**config.mk**
```make
export PLATFORM = sky130hd
export DESIGN_NAME = matrix_operand_loader
export DESIGN_NICKNAME = d
export VERILOG_FILES = /design/src/rtl/matrix_operand_loader.sv
export SDC_FILE = /design/constraint.sdc
export NUM_CORES = 1
export LEC_CHECK = 0
export CAP_MARGIN = 15
export CORE_ASPECT_RATIO = 0.7
export CORE_MARGIN = 3
export CORE_UTILIZATION = 34
export DETAILED_ROUTE_END_ITERATION = 8
export GPL_TIMING_DRIVEN = 0
export PLACE_DENSITY = 0.7
export SLEW_MARGIN = 20
export SYNTH_ARGS = -nofsm -noshare
export SYNTH_HDL_FRONTEND = slang
export SYNTH_SLANG_ARGS = --single-unit
export TNS_END_PERCENT = 30
```
**constraint.sdc**
```tcl
create_clock -name clk -period 2.1 [get_ports clk]
set_clock_uncertainty 0.15 [all_clocks]
set_input_delay 0.42 -clock clk [delete_from_list [all_inputs] [get_ports clk]]
set_output_delay 0.42 -clock clk [all_outputs]
set_load 0.005 [all_outputs]
```
**src/rtl/matrix_operand_loader.sv**
```systemverilog
// Stream-to-operand-memory loader for the M x N x P matrix multiplier.
// Takes A then B row-major from one valid/ready stream, writes the operand memories, then runs start/done.
module matrix_operand_loader #(
    parameter int M          = 3,
    parameter int N          = 3,
    parameter int P          = 3,
    parameter int DATA_WIDTH = 8
) (
    input  logic                        clk,
    input  logic                        rst,
    input  logic [DATA_WIDTH-1:0]       s_data,
    input  logic                        s_valid,
    input  logic                        s_last,
    output logic                        s_ready,
    output logic [DATA_WIDTH-1:0]       a_in,
    output logic [$clog2(M*N)-1:0]      a_addr,
    output logic                        a_wen,
    output logic [DATA_WIDTH-1:0]       b_in,
    output logic [$clog2(N*P)-1:0]      b_addr,
    output logic                        b_wen,
    output logic                        start,
    input  logic                        done,
    output logic                        frame_err,
    output logic                        busy,
    output logic [15:0]                 frame_count
);

    // state    | meaning
    // LOAD_A   | accepting A elements, counter = next A index
    // LOAD_B   | accepting B elements, counter = next B index
    // LAUNCH   | one cycle so the final B write lands before start
    // RUN      | start held high, waiting for done
    // RELEASE  | start dropped, waiting for done to fall

    localparam int NA   = M * N;
    localparam int NB   = N * P;
    localparam int AW   = $clog2(NA);
    localparam int BW   = $clog2(NB);
    localparam int KMAX = (NA > NB) ? NA : NB;
    localparam int KW   = $clog2(KMAX);

    typedef enum logic [2:0] {
        S_LOAD_A,
        S_LOAD_B,
        S_LAUNCH,
        S_RUN,
        S_RELEASE
    } state_t;

    state_t        state;
    logic [KW-1:0] cnt;
    logic          last_a;
    logic          last_b;

    assign last_a  = (cnt == KW'(NA - 1));
    assign last_b  = (cnt == KW'(NB - 1));
    // Gated by rst so the stream sees not-ready for the whole reset window.
    assign s_ready = !rst && ((state == S_LOAD_A) || (state == S_LOAD_B));
    assign busy    = (state != S_LOAD_A) || (cnt != '0);

    always_ff @(posedge clk or posedge rst) begin
        if (rst) begin
            state       <= S_LOAD_A;
            cnt         <= '0;
            a_in        <= '0;
            a_addr      <= '0;
            a_wen       <= 1'b0;
            b_in        <= '0;
            b_addr      <= '0;
            b_wen       <= 1'b0;
            start       <= 1'b0;
            frame_err   <= 1'b0;
            frame_count <= '0;
        end else begin
            a_wen     <= 1'b0;
            b_wen     <= 1'b0;
            frame_err <= 1'b0;
            case (state)
                S_LOAD_A: begin
                    if (s_valid) begin
                        if (s_last) begin
                            frame_err <= 1'b1;
                            cnt       <= '0;
                        end else begin
                            a_wen  <= 1'b1;
                            a_addr <= AW'(cnt);
                            a_in   <= s_data;
                            if (last_a) begin
                                cnt   <= '0;
                                state <= S_LOAD_B;
                            end else begin
                                cnt <= cnt + KW'(1);
                            end
                        end
                    end
                end
                S_LOAD_B: begin
                    if (s_valid) begin
                        // s_last must coincide exactly with the final B element
                        if (s_last != last_b) begin
                            frame_err <= 1'b1;
                            cnt       <= '0;
                            state     <= S_LOAD_A;
                        end else begin
                            b_wen  <= 1'b1;
                            b_addr <= BW'(cnt);
                            b_in   <= s_data;
                            if (last_b) begin
                                cnt   <= '0;
                                state <= S_LAUNCH;
                            end else begin
                                cnt <= cnt + KW'(1);
                            end
                        end
                    end
                end
                S_LAUNCH: begin
                    start <= 1'b1;
                    state <= S_RUN;
                end
                S_RUN: begin
                    if (done) begin
                        start <= 1'b0;
                        state <= S_RELEASE;
                    end
                end
                S_RELEASE: begin
                    if (!done) begin
                        frame_count <= frame_count + 16'd1;
                        cnt         <= '0;
                        state       <= S_LOAD_A;
                    end
                end
                default: begin
                    state <= S_LOAD_A;
                    cnt   <= '0;
                end
            endcase
        end
    end

endmodule

```
Word-level counts from Yosys, hierarchy flattened
Cells that the tools add are included.
- input port bits: 13
- flip-flop bits (word level): 51
- output and inout port bits: 46
- word-level logic and storage cells: 74
- add/subtract/negate cells: 2
- bitwise gates (word level): 4
- equal/unequal tests: 13
- mux-type cells: 29
- reduce and logical (&&, ||, !) cells: 15
- operators with widths (cell ; number):
    3-bit 2-to-1 mux ; 8
    4-bit 2-to-1 mux ; 6
    16-bit by 1-bit adder with 16-bit output, second input constant ; 1
    4-bit one-hot mux with 4 select lines ; 1
    3-bit one-hot mux with 5 select lines ; 1
    2-bit inequality test, second input constant ; 6
    1-bit 2-to-1 mux ; 11
    7-bit AND reduction ; 1
    3-bit by 2-bit equality test with 1-bit output, second input constant ; 2
    3-bit AND reduction ; 2
    4-bit by 1-bit adder with 4-bit output, second input constant ; 1
    4-bit equality test, second input constant ; 1
    1-bit inverter ; 4
    1-bit one-hot mux with 2 select lines ; 2
    2-bit AND reduction ; 2
    4-bit AND reduction ; 1
    4-bit nonzero test ; 1
    3-bit by 1-bit equality test with 1-bit output, second input constant ; 1
    3-bit equality test, second input constant ; 1
    3-bit logical NOT ; 1
    3-bit by 2-bit inequality test with 1-bit output, second input constant ; 1
    3-bit nonzero test ; 1
    1-bit logical OR ; 2
    2-bit nonzero test ; 1
    4 further kinds ; 4

Depth between registers and ports, before layout
Gate-level depths: netlist of the first run.
- depth after elaboration: 5
- mapped depth: 8
- gate-level depth less buffers: 6

Least setup slack after synthesis of the first run
OpenSTA, ideal clock, no wires.
- path type: reg2reg
- start point: register cnt[0]
- end point: register b_addr[0]
- buffers on the path: 2
- setup slack: 0.134 ns
- data required time: 1.825 ns
- cell stages (with the launch flop): 9
- period minus slack after synthesis: 1.966 ns
- library setup time: 0.125 ns
- arrival time: 1.691 ns
- path through: dfrtp_1 inv_1 ha_1 and3b_1 buf_6 xnor2_4 nand4b_4 buf_6 mux2_4
- longest elaborated chain between the ends: 4
- ends and longest elaborated chain (item ; RTL line ; RTL):
    start, declared ; 51 ; logic [KW-1:0] cnt;
    start signal, assigned ; 92 ; cnt <= cnt + KW'(1);
    start signal, assigned ; 112 ; cnt <= cnt + KW'(1);
    4-bit equality test ; 56 ; assign last_b = (cnt == KW'(NB - 1));
    1-bit inequality test ; 100 ; if (s_last != last_b) begin
    1-bit inverter (no source line) ; n/a ;
    3-bit AND reduction (no source line) ; n/a ;
    end signal, assigned ; 106 ; b_addr <= BW'(cnt);
    end, declared ; 19 ; output logic [$clog2(N*P)-1:0] b_addr,
Several ways; a longest one is shown, not always the timed one.
A chain may end at the register's enable or synchronous reset.

Final worst setup path of the first run
- start point: register cnt[1]
- end point: register b_in[5]
- longest elaborated chain between the ends: 4
- ends and longest elaborated chain (item ; RTL line ; RTL):
    4-bit equality test ; 56 ;
    1-bit inequality test ; 100 ;
    1-bit inverter (no source line) ; n/a ;
    3-bit AND reduction (no source line) ; n/a ;
    end signal, assigned ; 107 ; b_in <= s_data;
    end, declared ; 18 ; output logic [DATA_WIDTH-1:0] b_in,
No other way between the ends.

==> impl_metrics.xml, run 1 <==
<?xml version="1.0" encoding="UTF-8"?>
<metrics>
  <group name="run_status">
    <metric name="outcome" unit="">finished, final reports clean</metric>
  </group>
  <group name="run">
    <metric name="drv.max_cap_violation_count" unit="">0</metric>
  </group>
  <group name="sta">
    <metric name="grt_setup_unrepaired" unit="">yes</metric>
    <metric name="max_slew_margin" unit="%">55.9</metric>
    <metric name="finalCriticalPeriod" unit="ns">2.03</metric>
    <metric name="worst_pin_slew" unit="ns">0.661</metric>
    <metric name="fmax" unit="MHz">492</metric>
    <metric name="report.final.setup_viol" unit="">0</metric>
    <metric name="fin_worst_hold_slack" unit="ns">0.341</metric>
    <metric name="layout_setup_ws" unit="ns">0.0667</metric>
    <metric name="layout_worst_path_cycle_share" unit="%">96.8</metric>
    <metric name="final_max_slew_viol_count" unit="">0</metric>
    <metric name="hold_viol" unit="">0</metric>
  </group>
  <group name="cells_and_area">
    <metric name="antenna-diode-count" unit="">0</metric>
    <metric name="drive_above_1_share" unit="%">22.4</metric>
    <metric name="synthesis_to_layout_area_growth" unit="%">39.4</metric>
    <metric name="filler_cell_count" unit="">590</metric>
    <metric name="postLayoutCoreUtil" unit="%">50.8</metric>
    <metric name="nets" unit="">278</metric>
  </group>
  <group name="drt">
    <metric name="drc" unit="">0</metric>
    <metric name="met2RoutedLength" unit="um">2140</metric>
    <metric name="drt_first_iter_violations" unit="">64</metric>
    <metric name="drt_pre_antenna_iters" unit="">4</metric>
    <metric name="drt_wl_cell" unit="um">14.2</metric>
    <metric name="met3_wirelength" unit="um">277</metric>
    <metric name="route.layer.met1.wl" unit="um">2540</metric>
    <metric name="vias_per_cell" unit="">4.64</metric>
    <metric name="routed-via-count" unit="">1644</metric>
    <metric name="drt-total-wl" unit="um">5010</metric>
    <metric name="highest_layer" unit="">met4</metric>
    <metric name="route.antenna.remaining_nets" unit="">0</metric>
  </group>
  <group name="clocking">
    <metric name="cts_root_buf" unit="">sky130_fd_sc_hd__clkbuf_8</metric>
    <metric name="h_tree_depth_reported_by_cts" unit="">2</metric>
    <metric name="sink_count" unit="">51</metric>
    <metric name="tritoncts_clock_tree" unit="">yes</metric>
    <metric name="clkLatencyLatePin" unit="ns">0.31</metric>
    <metric name="hold_buffers" unit="">0</metric>
    <metric name="ctsLongestPathBuffers" unit="">2</metric>
    <metric name="numCtsBuffers" unit="">5</metric>
    <metric name="clk_transition_reported_paths" unit="ns">0.10</metric>
  </group>
  <group name="die">
    <metric name="design.die.area" unit="sq um">7970</metric>
    <metric name="io_pins" unit="">59</metric>
    <metric name="chipWidth" unit="um">105</metric>
    <metric name="die_h" unit="um">75.6</metric>
    <metric name="core" unit="sq um">6460</metric>
    <metric name="placementRows" unit="">24</metric>
    <metric name="start_util" unit="%">36.5</metric>
  </group>
  <group name="placed_design">
    <metric name="hpwlAfterDp" unit="um">3560</metric>
    <metric name="io_buffers" unit="">57</metric>
    <metric name="place_congestion" unit="">0.816</metric>
    <metric name="worst_slack_after_detailed_placement" unit="ns">-0.253</metric>
  </group>
  <group name="worst_setup_path">
    <metric name="crit_path_end_kind" unit="">flop</metric>
    <metric name="category_of_the_most_critical_setup_path" unit="">reg2reg</metric>
    <metric name="cp.required" unit="ns">2.16</metric>
    <metric name="timing.reg2reg.setup_slack" unit="ns">0.07</metric>
    <metric name="critical_path.max_fanout" unit="">5</metric>
    <metric name="cp.arrival" unit="ns">2.09</metric>
    <metric name="startpoint_class_of_the_critical_path" unit="">flop</metric>
  </group>
  <group name="synthesis">
    <metric name="synth_simple_gate_area_share" unit="%">15.9</metric>
    <metric name="synth-compound-area-share" unit="%">4.31</metric>
    <metric name="synth_xor_area_share" unit="%">7.12</metric>
    <metric name="syn-instance-count" unit="">188</metric>
    <metric name="yosys_top_cell_area_share" unit="%">54.2</metric>
    <metric name="synth_enable_flop_cells" unit="">0</metric>
    <metric name="yosys_most_used_dff" unit="">sky130_fd_sc_hd__dfrtp_1</metric>
    <metric name="syn_area_per_cell" unit="sq um">12.5</metric>
    <metric name="yosysMostFrequentCell" unit="">sky130_fd_sc_hd__dfrtp_1</metric>
    <metric name="ys_async_sr_fraction" unit="%">100</metric>
    <metric name="ys_warn_count" unit="">0</metric>
    <metric name="synth.cell_area" unit="sq um">2350</metric>
    <metric name="yosys-mux-area-fraction" unit="%">12.8</metric>
    <metric name="synth_top_cell_by_area" unit="">sky130_fd_sc_hd__dfrtp_1</metric>
    <metric name="postSynthRegisterBits" unit="">51</metric>
    <metric name="synth-seq-area-share" unit="%">54.2</metric>
    <metric name="adder_cell_share_of_the_synthesized_area" unit="%">1.59</metric>
    <metric name="main_combinational_cell_family_by_area_after_synthesis" unit="">simple AND/OR/NAND/NOR gates</metric>
    <metric name="ys_types" unit="">37</metric>
    <metric name="leading_cell_types_by_total_area_after_synthesis" unit="">sky130_fd_sc_hd__dfrtp_1, sky130_fd_sc_hd__mux2_4, sky130_fd_sc_hd__mux2_2</metric>
    <metric name="syn_nets" unit="">204</metric>
    <metric name="synth_top_cells_by_count" unit="">sky130_fd_sc_hd__dfrtp_1, sky130_fd_sc_hd__nand2_1, sky130_fd_sc_hd__mux2_4</metric>
  </group>
  <group name="global_route">
    <metric name="via_count_of_the_first_global_routing_pass" unit="">1638</metric>
    <metric name="grt_start_max_net_pins" unit="">29</metric>
    <metric name="grt_antenna_before_repair" unit="">0</metric>
    <metric name="grt_overflow" unit="">0</metric>
    <metric name="grt_util_all_layers" unit="%">13.1</metric>
    <metric name="first_pass_grt_wire_length" unit="um">8200</metric>
  </group>
  <group name="power_and_ir_drop">
    <metric name="ir_worst_vdd" unit="mV">0.629</metric>
    <metric name="lkg_pwr" unit="uW">0.00150</metric>
    <metric name="power.density" unit="nW/um^2">1110</metric>
  </group>
  <group name="min_path">
    <metric name="hold_path_class" unit="">reg2reg</metric>
  </group>
</metrics>
==> metal layers <==
layer  vias up  track usage, %
met4         0            4.37
met2        39            18.9
met5         -               0
met3         5            3.64
li1        803               -
met1       797            19.2
==> stage by stage <==
| step | instances | setup TNS, ns | cell area, sq um | power, uW |
|---|---|---|---|---|
| 6_report | 354 | 0 | 3280 | 3660 |
| 4_1_cts | 349 | 0 | 3210 | 3620 |
| 3_3_place_gp | 336 | -42.65 | 3040 | 2920 |
| 5_1_grt | 354 | -0.0454 | 3280 | 3910 |
| 2_1_floorplan | 188 | 0 | 2350 | 2210 |
| 3_5_place_dp | 337 | -3.10 | 3070 | 2950 |
==> placed cells by master, fill, tap and decap left out, types with 5 or more instances in the layout <==
cell type,synthesis,routed
sky130_fd_sc_hd__nor2_1,6,5
sky130_fd_sc_hd__nand3_1,6,6
sky130_fd_sc_hd__clkbuf_8,0,5
sky130_fd_sc_hd__dfrtp_1,51,50
sky130_fd_sc_hd__xor2_1,7,7
sky130_fd_sc_hd__xnor2_1,9,9
sky130_fd_sc_hd__o21ai_0,10,10
sky130_fd_sc_hd__buf_4,0,8
sky130_fd_sc_hd__mux2_2,8,8
sky130_fd_sc_hd__and3_1,5,5
sky130_fd_sc_hd__nand2_1,17,17
sky130_fd_sc_hd__clkdlybuf4s50_1,0,55
sky130_fd_sc_hd__mux2_4,14,14
==> power breakdown <==
group | total [uW] | internal (uW) | leakage [uW] | switching, uW
clock | 604 | 246 | 0.0000491 | 358
sequential | 1470 | 1280 | 0.000660 | 185
combinational | 1590 | 1030 | 0.000794 | 561
==> critical path, stage by stage, from the launching register on <==
cell and delay (ns):
sky130_fd_sc_hd__dfrtp_1 0.40, sky130_fd_sc_hd__inv_2 0.07, sky130_fd_sc_hd__ha_2 0.18, sky130_fd_sc_hd__and3b_1 0.17, sky130_fd_sc_hd__buf_6 0.13, sky130_fd_sc_hd__xnor2_4 0.12
sky130_fd_sc_hd__nand4b_4 0.20, sky130_fd_sc_hd__clkbuf_16 0.22, sky130_fd_sc_hd__mux2_4 0.29
==> flip-flops by register name, summed over array words and instances, names as in the netlist <==
| signal | count |
|---|---|
| state | 3 |
| a_addr | 4 |
| frame_err | 1 |
| a_wen | 1 |
| b_wen | 1 |
| cnt | 4 |
| a_in | 8 |
| b_in | 8 |
| start | 1 |
| frame_count | 16 |
| b_addr | 4 |
==> area by class of cell <==
class	instances	area, sq um	area share, %
plain buffers	9	88.8	2.71
clock buffers	5	68.8	2.10
clock inverters	3	26.3	0.801
inverters	6	22.5	0.686
multi-input cells	122	1000	30.6
flip-flops and latches	51	1280	38.9
well taps	91	114	3.47
repair buffers	67	681	20.7
==> what timing repair did <==
| action | in CTS | in global routing |
|---|---|---|
| gates resized for setup | 10 | 6 |
| gates cloned | 0 | 1 |
| pin swaps | 0 | 1 |
| endpoints found under the setup margin | 12 | 12 |
| buffers inserted | 4 | 4 |
==> kinds of logic after synthesis <==
group,count (synthesis)
AOI/OAI and AO/OA,17
xor gates and xnor gates,17
adders and majority gates,3
buffers and inverters,15
DFF,51
muxes,22
and+or+nand+nor,63
==> path summary, 6_finish.rpt <==
check                                       from                          end  cells after the start
max in group asynchronous                    rst          a_in[2]$_DFFE_PP0P_                      3
min reg2reg                a_addr[0]$_DFFE_PP0P_        a_addr[0]$_DFFE_PP0P_                      2
max reg2reg                   cnt[1]$_DFFE_PP0P_          b_in[5]$_DFFE_PP0P_                      8
min                        a_addr[0]$_DFFE_PP0P_        a_addr[0]$_DFFE_PP0P_                      2
max                           cnt[1]$_DFFE_PP0P_          b_in[5]$_DFFE_PP0P_                      8
min in group asynchronous                    rst  frame_count[11]$_DFFE_PP0P_                      2
Power figures use the tool's default switching activity.
==> run 2: changes to the inputs <==
--- a/config.mk
+++ b/config.mk
@@ -11,6 +11,7 @@
 export CORE_UTILIZATION = 34
 export DETAILED_ROUTE_END_ITERATION = 8
 export GPL_TIMING_DRIVEN = 0
+export HOLD_SLACK_MARGIN = 0.12
 export PLACE_DENSITY = 0.7
 export SLEW_MARGIN = 20
 export SYNTH_ARGS = -nofsm -noshare
==> constraint.sdc (replaced) <==
create_clock -name clk -period 1.8 [get_ports clk]
set_clock_uncertainty 0.15 [all_clocks]
set_input_delay 0.36 -clock clk [delete_from_list [all_inputs] [get_ports clk]]
set_output_delay 0.36 -clock clk [all_outputs]
set_load 0.005 [all_outputs]
==> impl_metrics.xml, run 2 (synthesis gave the netlist of run 1 again) <==
<?xml version="1.0" encoding="UTF-8"?>
<metrics>
  <group name="sta">
    <metric name="worst_pin_slew" unit="ns">0.472</metric>
    <metric name="layout_worst_path_cycle_share" unit="%">107</metric>
    <metric name="layout_setup_ws" unit="ns">-0.133</metric>
    <metric name="grt_setup_unrepaired" unit="">yes</metric>
    <metric name="max_slew_margin" unit="%">68.5</metric>
    <metric name="report.final.setup_viol" unit="">20</metric>
    <metric name="fmax" unit="MHz">517</metric>
    <metric name="finalCriticalPeriod" unit="ns">1.93</metric>
    <metric name="final_max_slew_viol_count" unit="">0</metric>
    <metric name="hold_viol" unit="">0</metric>
  </group>
  <group name="global_route">
    <metric name="grt_antenna_before_repair" unit="">0</metric>
    <metric name="grt_util_all_layers" unit="%">13.5</metric>
    <metric name="grt_start_max_net_pins" unit="">33</metric>
    <metric name="first_pass_grt_wire_length" unit="um">8420</metric>
    <metric name="grt_overflow" unit="">0</metric>
    <metric name="via_count_of_the_first_global_routing_pass" unit="">1636</metric>
  </group>
  <group name="placed_design">
    <metric name="place_congestion" unit="">0.844</metric>
    <metric name="io_buffers" unit="">57</metric>
    <metric name="hpwlAfterDp" unit="um">3620</metric>
    <metric name="detailed_place.area" unit="sq um">3060</metric>
  </group>
  <group name="cells_and_area">
    <metric name="synthesis_to_layout_area_growth" unit="%">44.3</metric>
    <metric name="layout_commonest_cell" unit="">sky130_fd_sc_hd__dfrtp_1</metric>
    <metric name="antenna-diode-count" unit="">0</metric>
    <metric name="drive_above_1_share" unit="%">28.0</metric>
    <metric name="largestRegisters" unit="">frame_count x16, a_in x8, b_in x8</metric>
    <metric name="nets" unit="">286</metric>
    <metric name="final_cell_area" unit="sq um">3400</metric>
    <metric name="regMostFlops" unit="">frame_count</metric>
    <metric name="layout.cells.most_common_list" unit="">sky130_fd_sc_hd__dfrtp_1, sky130_fd_sc_hd__clkdlybuf4s50_1, sky130_fd_sc_hd__nand2_1, sky130_fd_sc_hd__buf_4, sky130_fd_sc_hd__mux2_4</metric>
    <metric name="filler_cell_count" unit="">575</metric>
    <metric name="largest_register_ff_count" unit="">16</metric>
  </group>
  <group name="run_status">
    <metric name="outcome" unit="">complete, but fails checks</metric>
    <metric name="failed_checks" unit="">negative setup slack</metric>
  </group>
  <group name="worst_setup_path">
    <metric name="critical_path.max_fanout" unit="">10</metric>
    <metric name="path_buf_inv" unit="">3</metric>
    <metric name="path_cells" unit="">inv_2, ha_4, and3b_1, buf_6, xnor2_4, nand4b_4, buf_12, mux2_4</metric>
    <metric name="timing.critical_path.max_delay_family" unit="">flip-flops</metric>
    <metric name="cp.required" unit="ns">1.84</metric>
    <metric name="category_of_the_most_critical_setup_path" unit="">reg2reg</metric>
    <metric name="cp_slowest_stage_delay" unit="ns">0.37</metric>
    <metric name="crit_path_end_kind" unit="">flop</metric>
    <metric name="cp_slowest_cell" unit="">sky130_fd_sc_hd__dfrtp_1</metric>
    <metric name="startpoint_class_of_the_critical_path" unit="">flop</metric>
    <metric name="cp.arrival" unit="ns">1.98</metric>
  </group>
  <group name="drt">
    <metric name="drt-total-wl" unit="um">5200</metric>
    <metric name="routed-via-count" unit="">1669</metric>
    <metric name="drt_wl_cell" unit="um">14.4</metric>
    <metric name="drc" unit="">0</metric>
    <metric name="route.antenna.remaining_nets" unit="">0</metric>
    <metric name="drt_first_iter_violations" unit="">54</metric>
    <metric name="drt_pre_antenna_iters" unit="">4</metric>
    <metric name="vias_per_cell" unit="">4.61</metric>
  </group>
  <group name="clocking">
    <metric name="h_tree_depth_reported_by_cts" unit="">2</metric>
    <metric name="cts_root_buf" unit="">sky130_fd_sc_hd__clkbuf_8</metric>
    <metric name="ctsLongestPathBuffers" unit="">2</metric>
    <metric name="tritoncts_clock_tree" unit="">yes</metric>
    <metric name="sink_count" unit="">51</metric>
    <metric name="clk_transition_reported_paths" unit="ns">0.09</metric>
    <metric name="clkLatencyLatePin" unit="ns">0.30</metric>
    <metric name="hold_buffers" unit="">0</metric>
    <metric name="numCtsBuffers" unit="">5</metric>
  </group>
  <group name="power_and_ir_drop">
    <metric name="sw_frac_of_total" unit="%">28.6</metric>
    <metric name="ir_worst_vdd" unit="mV">0.574</metric>
    <metric name="lkg_pwr" unit="uW">0.00167</metric>
    <metric name="post-layout-total-power" unit="uW">4510</metric>
    <metric name="power.density" unit="nW/um^2">1330</metric>
    <metric name="power.share.sequential" unit="%">38.2</metric>
    <metric name="switchingPower" unit="uW">1290</metric>
    <metric name="clock_power_share" unit="%">18.3</metric>
    <metric name="power_report.internal_total" unit="uW">3220</metric>
    <metric name="combinationalPowerShare" unit="%">43.5</metric>
  </group>
  <group name="die">
    <metric name="design.die.area" unit="sq um">7970</metric>
    <metric name="die_h" unit="um">75.6</metric>
    <metric name="start_util" unit="%">36.5</metric>
    <metric name="chipWidth" unit="um">105</metric>
    <metric name="core" unit="sq um">6460</metric>
    <metric name="placementRows" unit="">24</metric>
    <metric name="io_pins" unit="">59</metric>
  </group>
  <group name="run">
    <metric name="drv.max_cap_violation_count" unit="">0</metric>
  </group>
  <group name="min_path">
    <metric name="hold_path_class" unit="">in2async</metric>
  </group>
</metrics>
## run 2: power groups by stage
stage          Combinational [uW]  Sequential (uW)  Clock [uW]
6_report                     1960             1720         826
3_5_place_dp                 1710             1760           0
5_1_grt                      2120             1780         888
4_1_cts                      1850             1720         851
2_1_floorplan                 840             1750           0
3_3_place_gp                 1670             1750           0
## run 2: metal layers
metal	global-route usage [%]	wire length, um
met1	19.6	2680
met2	19.4	2220
met3	3.73	212
met4	4.80	91
met5	0	0
## run 2: worst reg2reg max path, cell delays in order, from the launching register on
cell and delay [ns]:
sky130_fd_sc_hd__dfrtp_1 0.37, sky130_fd_sc_hd__inv_2 0.06, sky130_fd_sc_hd__ha_4 0.16, sky130_fd_sc_hd__and3b_1 0.18, sky130_fd_sc_hd__buf_6 0.14, sky130_fd_sc_hd__xnor2_4 0.17, sky130_fd_sc_hd__nand4b_4 0.13, sky130_fd_sc_hd__buf_12 0.18
sky130_fd_sc_hd__mux2_4 0.30
## run 2: worst paths after layout
path / endpoint / startpoint / slack (ns) / depth (start not counted)
max in group asynchronous: frame_count[9]$_DFFE_PP0P_ / rst / 0.69 / 3
min in group clk: state[1]$_DFFE_PP0P_ / done / 0.29 / 2
worst min-delay path: start$_DFFE_PP0P_ / rst / 0.28 / 2
worst min register to register: frame_count[15]$_DFFE_PP0P_ / frame_count[15]$_DFFE_PP0P_ / 0.32 / 1
worst max register to register: b_in[0]$_DFFE_PP0P_ / cnt[1]$_DFFE_PP0P_ / -0.13 / 8
worst max-delay path: b_in[0]$_DFFE_PP0P_ / cnt[1]$_DFFE_PP0P_ / -0.13 / 8
## run 2: what timing repair did
| action | 4_1_cts | 5_1_grt |
|---|---|---|
| endpoints found under the hold margin | 0 | 0 |
| setup buffers | 7 | 11 |
| setup endpoints to repair | 34 | 43 |
| resized for setup | 20 | 23 |
| pin swaps | 2 | 4 |
## run 2: final cells by class
cell class              count  area [sq um]  share of cell area (%)
well taps                  91           114                    3.35
multi-input cells         122          1030                    30.3
inverters                   6          22.5                   0.663
plain buffers               8          97.6                    2.87
repair buffers             76           736                    21.7
clock buffers               6          82.6                    2.43
flip-flops and latches     51          1280                    37.7
clock inverters             2          35.0                    1.03
## run 2: stage by stage
| step | utilization [%] | worst slack [ns] | hold WS (ns) | TNS (ns) | cells |
|---|---|---|---|---|---|
| finish | 52.6 | -0.133 | 0.280 | -1.97 | 362 |
| global route | 52.6 | -0.193 | 0.330 | -3.50 | 362 |
| detailed placement | 47.5 | -0.525 | 0.317 | -14.41 | 337 |
| floorplan | - | -0.151 | 0.318 | -1.43 | 188 |
| CTS | 50.8 | -0.142 | 0.298 | -2.59 | 352 |
| global placement | 47.2 | -1.03 | 0.309 | -65.42 | 336 |
